--- src/rtl/counter_date.sv ---
// counter_date
//
// Calendar stage fed by the hour counter's day-carry. Keeps day-of-month,
// month and year offset (2000..2099), with month lengths and leap years
// handled. It also supports manual setting of each field in load mode and
// emits a one-cycle century-wrap pulse.
//
// Ports
//   clock          in   divided system clock, rising-edge active
//   reset_hour     in   asynchronous, active-high reset
//   enable_day     in   day-carry level from the hour counter; only its rising edge counts
//   load_date      in   load mode; suppresses calendar advance
//   setting_day    in   load mode: +1 day per clock while high
//   setting_month  in   load mode: +1 month per clock while high
//   setting_year   in   load mode: +1 year per clock while high
//   count_day      out  day of month 1..31 (registered)
//   count_month    out  month 1..12 (registered)
//   count_year     out  year offset 0..99 (registered)
//   days_in_month  out  length of the current month (combinational)
//   carry_year     out  one-cycle pulse on the 2099-12-31 -> 2000-01-01 rollover
module counter_date (
    input  logic       clock,
    input  logic       reset_hour,
    input  logic       enable_day,
    input  logic       load_date,
    input  logic       setting_day,
    input  logic       setting_month,
    input  logic       setting_year,
    output logic [4:0] count_day,
    output logic [3:0] count_month,
    output logic [6:0] count_year,
    output logic [4:0] days_in_month,
    output logic       carry_year
);

    logic [4:0] day_q,   day_d;
    logic [3:0] month_q, month_d;
    logic [6:0] year_q,  year_d;
    logic       carry_q, carry_d;
    logic       en_q;

    logic       day_tick;
    logic       day_bad, month_bad, year_bad;
    logic [3:0] month_n;
    logic [6:0] year_n;
    logic [4:0] len_n;

    // Only the low two year bits matter: year%4 is exact for 2000..2099.
    function automatic logic [4:0] month_len(input logic [3:0] m, input logic [1:0] y_lo);
        logic [4:0] len;
        case (m)
            4'd4, 4'd6, 4'd9, 4'd11: len = 5'd30;
            4'd2:                    len = (y_lo == 2'd0) ? 5'd29 : 5'd28;
            default:                 len = 5'd31;
        endcase
        return len;
    endfunction

    assign days_in_month = month_len(month_q, year_q[1:0]);

    // enable_day is a level that stays high for an hour; en_q tracks it in
    // every mode, so a level still high when load mode ends is not a new edge.
    assign day_tick = enable_day & ~en_q;

    assign day_bad   = (day_q == 5'd0) || (day_q > days_in_month);
    assign month_bad = (month_q == 4'd0) || (month_q > 4'd12);
    assign year_bad  = (year_q > 7'd99);

    // Load-mode candidates: month and year first, then the day is judged
    // against the length of the new month so it clamps (31 Jan -> 28/29 Feb).
    always_comb begin
        month_n = month_q;
        year_n  = year_q;
        if (setting_month) begin
            month_n = (month_q == 4'd12) ? 4'd1 : month_q + 4'd1;
        end
        if (setting_year) begin
            year_n = (year_q == 7'd99) ? 7'd0 : year_q + 7'd1;
        end
        len_n = month_len(month_n, year_n[1:0]);
    end

    always_comb begin
        day_d   = day_q;
        month_d = month_q;
        year_d  = year_q;
        carry_d = 1'b0;
        if (load_date) begin
            month_d = month_n;
            year_d  = year_n;
            if (setting_day) begin
                day_d = (day_q >= len_n) ? 5'd1 : day_q + 5'd1;
            end else begin
                day_d = (day_q > len_n) ? len_n : day_q;
            end
        end else if (day_bad || month_bad || year_bad) begin
            // Recover corrupted fields to their reset values; skip the advance.
            if (day_bad)   day_d   = 5'd1;
            if (month_bad) month_d = 4'd1;
            if (year_bad)  year_d  = 7'd0;
        end else if (day_tick) begin
            if (day_q < days_in_month) begin
                day_d = day_q + 5'd1;
            end else begin
                day_d = 5'd1;
                if (month_q == 4'd12) begin
                    month_d = 4'd1;
                    if (year_q == 7'd99) begin
                        year_d  = 7'd0;
                        carry_d = 1'b1;
                    end else begin
                        year_d = year_q + 7'd1;
                    end
                end else begin
                    month_d = month_q + 4'd1;
                end
            end
        end
    end

    always_ff @(posedge clock or posedge reset_hour) begin
        if (reset_hour) begin
            day_q   <= 5'd1;
            month_q <= 4'd1;
            year_q  <= 7'd0;
            carry_q <= 1'b0;
            en_q    <= 1'b0;
        end else begin
            day_q   <= day_d;
            month_q <= month_d;
            year_q  <= year_d;
            carry_q <= carry_d;
            en_q    <= enable_day;
        end
    end

    assign count_day   = day_q;
    assign count_month = month_q;
    assign count_year  = year_q;
    assign carry_year  = carry_q;

endmodule

--- config.mk ---
export PLATFORM = sky130hd
export DESIGN_NAME = counter_date
export DESIGN_NICKNAME = d
export VERILOG_FILES = /design/src/rtl/counter_date.sv
export SDC_FILE = /design/constraint.sdc
export NUM_CORES = 1
export LEC_CHECK = 0
export ABC_AREA = 1
export CAP_MARGIN = 20
export CORE_MARGIN = 3
export CORE_UTILIZATION = 55
export CTS_BUF_LIST = sky130_fd_sc_hd__clkbuf_4 sky130_fd_sc_hd__clkbuf_8
export DETAILED_ROUTE_END_ITERATION = 7
export GPL_ROUTABILITY_DRIVEN = 0
export PLACE_DENSITY = 0.87
export SLEW_MARGIN = 20
export SYNTH_ARGS = -nofsm -noshare
export SYNTH_HDL_FRONTEND = slang
export SYNTH_SLANG_ARGS = --single-unit
--- constraint.sdc ---
create_clock -name clock -period 6.3 [get_ports clock]
set_clock_uncertainty 0.2 [all_clocks]
set_input_delay 1.26 -clock clock [delete_from_list [all_inputs] [get_ports clock]]
set_output_delay 1.26 -clock clock [all_outputs]
set_load 0.005 [all_outputs]
# Word level (Yosys, flattened, before mapping)
# Cells that the tools add are included.
# word_totals
reg_bits	18
inputBits	7
output_inout_bits	22
elab_cells	84
# classes
addsub	3
order_cmp	6
n_eq_ne	18
n_mux	33
n_bitwise	2
reduce_logical	16
# op_table
op	count
$mux W7	8
$mux W5	8
$mux W4	7
$eq A4 B4 Y1 const B	5
$eq A4 B3 Y1 const B	4
$ne A3 B3 Y1 const B	4
$gt A5 B5 Y1	2
$eq A4 B2 Y1 const B	2
$mux W1	8
$pmux W2 S2	2
$reduce_or A4 Y1	2
$add A7 B1 Y7 const B	1
$eq A7 B7 Y1 const B	1
$gt A7 B7 Y1 const B	1
$reduce_and A3 Y1	2
$reduce_bool A3 Y1	2
$add A5 B1 Y5 const B	1
$ge A5 B5 Y1	1
$logic_not A5 Y1	1
$lt A5 B5 Y1	1
$reduce_and A5 Y1	1
$add A4 B1 Y4 const B	1
$gt A4 B4 Y1 const B	1
$logic_not A2 Y1	2
7 further kinds	10

# Depth between registers and ports, before layout
# logic_depth
ltp_word	10
ltp_mapped	20
depth_no_buf	20

# Least setup slack after synthesis
# OpenSTA, ideal clock, no wires.
# synth_path
kind	input-to-reg
startpoint	in setting_month
endpoint	reg day_q[1] (netlist: count_day[1])
setup_time_ns	0.076
t_arrival_ns	2.857
required_time_ns	6.024
path_slack_ns	3.166
stages	15
path_buffers	0
cell_sequence	inv_1 > nand2_1 > o21ai_0 > nand3b_2 > nor2_2 > nand2_1 > nand2_2 > ha_1 > nand2_1 > inv_1 > o31ai_1 > nand3_2 > inv_2 > nand2_1 > o21ai_1
# synth_between
elab_chain_len	8
elab_cells_between_ends	16
classes_between	order compare (2); eq/ne (6); mux (6); reduce/logical (2)
# synth_lines
item	line	rtl
start: declaration	27	input logic setting_month,
$mux W4 (*)	74	if (setting_month) begin
$eq A4 B3 Y1 / $eq A4 B4 Y1 (equally long branches)	51	case (m)
$reduce_or A4 Y1	51	
$pmux W2 S2 (*)	51	
$ge A5 B5 Y1	92	day_d = (day_q >= len_n) ? 5'd1 : day_q + 5'd1;
$mux W5	92	
$mux W5	91	if (setting_day) begin
$mux W5	88	if (load_date) begin
end signal: assignment	129	day_q <= day_d;
end: declaration	36	logic [4:0] day_q, day_d;
# Every way passes the cells marked *; elsewhere a longest branch is shown, timed or not. The select of a mux whose other input is x is not followed.
# A chain may end at the register's enable or synchronous reset.

# Worst setup path in the final report
# layout_path
startpoint	reg month_q[0] (netlist: count_month[0])
endpoint	out days_in_month[0]
# layout_between
elab_chain_len	3
elab_cells_between_ends	7
classes_between	eq/ne (5); mux (1); reduce/logical (1)
# layout_lines
item	line	rtl
start: declaration	37	logic [3:0] month_q, month_d;
start signal: assignment	130	month_q <= month_d;
$eq A4 B3 Y1 / $eq A4 B4 Y1 (equally long branches)	51	
$reduce_or A4 Y1	51	
$pmux W2 S2 (*)	51	
end: declaration	32	output logic [4:0] days_in_month,
# Every way passes the cells marked *; elsewhere a longest branch is shown, timed or not.

==> reports/summary.txt <==
Status -> finished clean
Crit path DAT -> 2.36 ns
Antenna viol nets, final -> 0
Port Buffers -> 25
VDD IR max -> 0.2573 mV
Area grow syn2layout -> 15.38%
Drt total wl -> 4431 µm
Synth Flop Type -> dfrtp_1
Most common cell after layout, fill and taps aside -> nand2_1
First-pass GRT wire length -> 8148 µm
Power per cell area -> 419.2 nW/µm²
CP peak stage delay -> 0.62 ns
NumNets Final -> 325
Max Fclk -> 261.9 MHz
Endpoints failing hold -> 0
Number of global-route vias before repair -> 1871
Root Driver -> clkbuf_4
Grt ovf -> 0
Die width -> 64.32 µm
Max-slew headroom -> 51.05%
Commonest non-fill, non-tap cells in the layout -> nand2_1, inv_1, nand3_1
Min cycle time layout -> 3.818 ns
All-layer global routing usage -> 24.04%
Die span in y -> 64.32 µm
DR DRC count -> 0
CP max stage cell -> dfstp_2
Cell Area, Synth -> 1871 µm²
Core ar. -> 3153 µm²
Post-synth EDFFs -> 0
Post-CTS resize count -> 0
Drt wl/cell -> 12.70 µm
GRT busiest layer -> met2
Classification of the worst setup path -> reg2out
Clock slew at reported path FFs -> 0.11 ns
Met2 GRT Util -> 41.11%
Worst setup SP type -> register
Worst Hold Class -> reg2reg
RSZ-0062 raised after global routing -> false
Reg-to-reg slack, setup -> 3.09 ns
Detailed Place HPWL -> 3364 µm
Syn_area_per_cell -> 6.610 µm²
Max-slew violation total from the final report -> 0
Yosys warning count -> 0
# diodes -> 0
Routed vias/inst -> 5.433
CTS tree -> built
Worst skew pair latency -> 0.31 ns
CTS Sinks -> 18
Ratio of cells with drive above 1 in the final layout -> 10.82%
Largest net degree at the start of global routing -> 22
Mapped Cells -> 283
Tcrit/Tclk final -> 60.61%
Register bit total from synthesis -> 18
Clock buffer depth -> 2
DIE AREA -> 4136 µm²
Final setup viols -> 0
Setup bufs post-CTS -> 0
Finished layout cell area -> 2158 µm²
Met1 Resource Use GR -> 31.85%
Filler cell count -> 297
Crit-path cells -> inv_1, ha_1, o21ai_0, nand2_1, a21oi_1, clkdlybuf4s50_1
Initial core utilization -> 59.33%
CP Capture Type -> output pin
WP data required -> 4.84 ns
Initial antenna violation count -> 0
MaxCap Viol Count -> 0
Sequential fraction of the synthesis area -> 24.21%
I/O pin count -> 29
H-tree Lvls -> 1
First drt pass iteration count -> 5
Post-route setup TNS -> 0 ns
Cell variety after synth -> 36
Hold-fix buffers, CTS -> 0
Leak -> 1.128 nW
Standard-cell rows -> 20
Via Count -> 1896
Worst R2R Path Depth -> 17
Hold Crit Depth -> 2
Top fanout value on the critical path -> 8
Num CTS Buffers -> 3
Worst slew pin tran -> 0.7334 ns
Met3 GRT Util -> 3.691%
DP Area -> 2122 µm²
1st-iter DRT viols -> 121
Tot Pwr -> 0.0009049 W
FFs w/ async S/R, synth -> 100.0%
[routing by layer]
metal,vias up,part of all wire (%)
met3,2,6.1
met1,866,44
met2,64,49
met4,0,0.56
li1,964,-
met5,-,0
[report_power, final]
part / internal (W) / switching, W
sequential: 0.000155 / 0.0000625
combinational: 0.000251 / 0.000361
clock: 0.0000353 / 0.0000397
total: 0.000441 / 0.000464
[per-stage QoR]
step	std cells	hold slack [ns]	utilization, %	setup slack (ns)
detailed placement	345	0.2956	67.30	2.384
floorplan	285	0.2859	-	3.166
finish	349	0.3191	68.45	2.482
global placement	345	0.3067	67.30	2.537
CTS	349	0.3200	68.45	2.515
global route	349	0.3582	68.45	2.341
[synthesized netlist by cell type (3+ instances only)]
master / n / area, µm²
nand2_1: 92 / 345.3
nand3_1: 31 / 155.2
o21ai_1: 6 / 30.03
o21ai_0: 12 / 60.06
nand4_1: 13 / 81.33
nor2_2: 4 / 25.02
a21oi_1: 4 / 20.02
clkbuf_1: 3 / 11.26
inv_1: 31 / 116.4
ha_1: 12 / 150.1
nor2_1: 18 / 67.56
nand2_2: 3 / 18.77
xor2_1: 3 / 26.28
dfrtp_1: 16 / 400.4
buf_4: 3 / 22.52
inv_2: 5 / 18.77
[worst max-delay path, delay by kind of cell, from the launching register on]
kind | cells | cell delay (ns)
simple gates | 1 | 0.07
fa+ha+maj | 1 | 0.30
buf+inv | 2 | 0.66
flops | 1 | 0.62
compound gates | 2 | 0.41
[cells by family (layout without fill, tap and decap cells)]
| family | after synthesis | after routing | share of synthesized area (%) |
|---|---|---|---|
| AND/OR/NAND/NOR | 172 | 172 | 43.54 |
| other | 1 | 3 | 0.2005 |
| XOR/XNOR | 4 | 4 | 1.873 |
| AO/OA/AOI/OAI | 31 | 31 | 11.64 |
| buffers and inverters | 45 | 65 | 10.50 |
| adder cells (fa/ha/maj) | 12 | 12 | 8.027 |
| flip-flops | 18 | 18 | 24.21 |
[flip-flops by register name, indices dropped and copies added (netlist names)]
signal,flops
count_year,7
count_month,4
count_day,5
en_q,1
carry_year,1
[final timing paths]
check	end	start
hold reg to reg	count_day[0]$_DFFE_PP1P_	count_day[0]$_DFFE_PP1P_
max in group asynchronous	carry_year$_DFF_PP0_	reset_hour
hold / removal	count_day[0]$_DFFE_PP1P_	count_day[0]$_DFFE_PP1P_
min in group asynchronous	count_month[1]$_DFFE_PP0P_	reset_hour
setup reg to reg	count_day[3]$_DFFE_PP0P_	count_month[0]$_DFFE_PP1P_
setup / recovery	days_in_month[0]	count_month[0]$_DFFE_PP1P_
[cell type report]
cell class | instances | area (µm²) | share of cell area (%)
Timing Repair Buffer | 25 | 250.2 | 11.59
Multi-Input combinational cell | 222 | 1229 | 56.93
Tap cell | 44 | 55.05 | 2.551
Inverter | 36 | 135.1 | 6.261
Sequential cell | 18 | 452.9 | 20.99
Clock buffer | 4 | 36.28 | 1.681
Note: power is estimated with default switching activity, not from simulation.
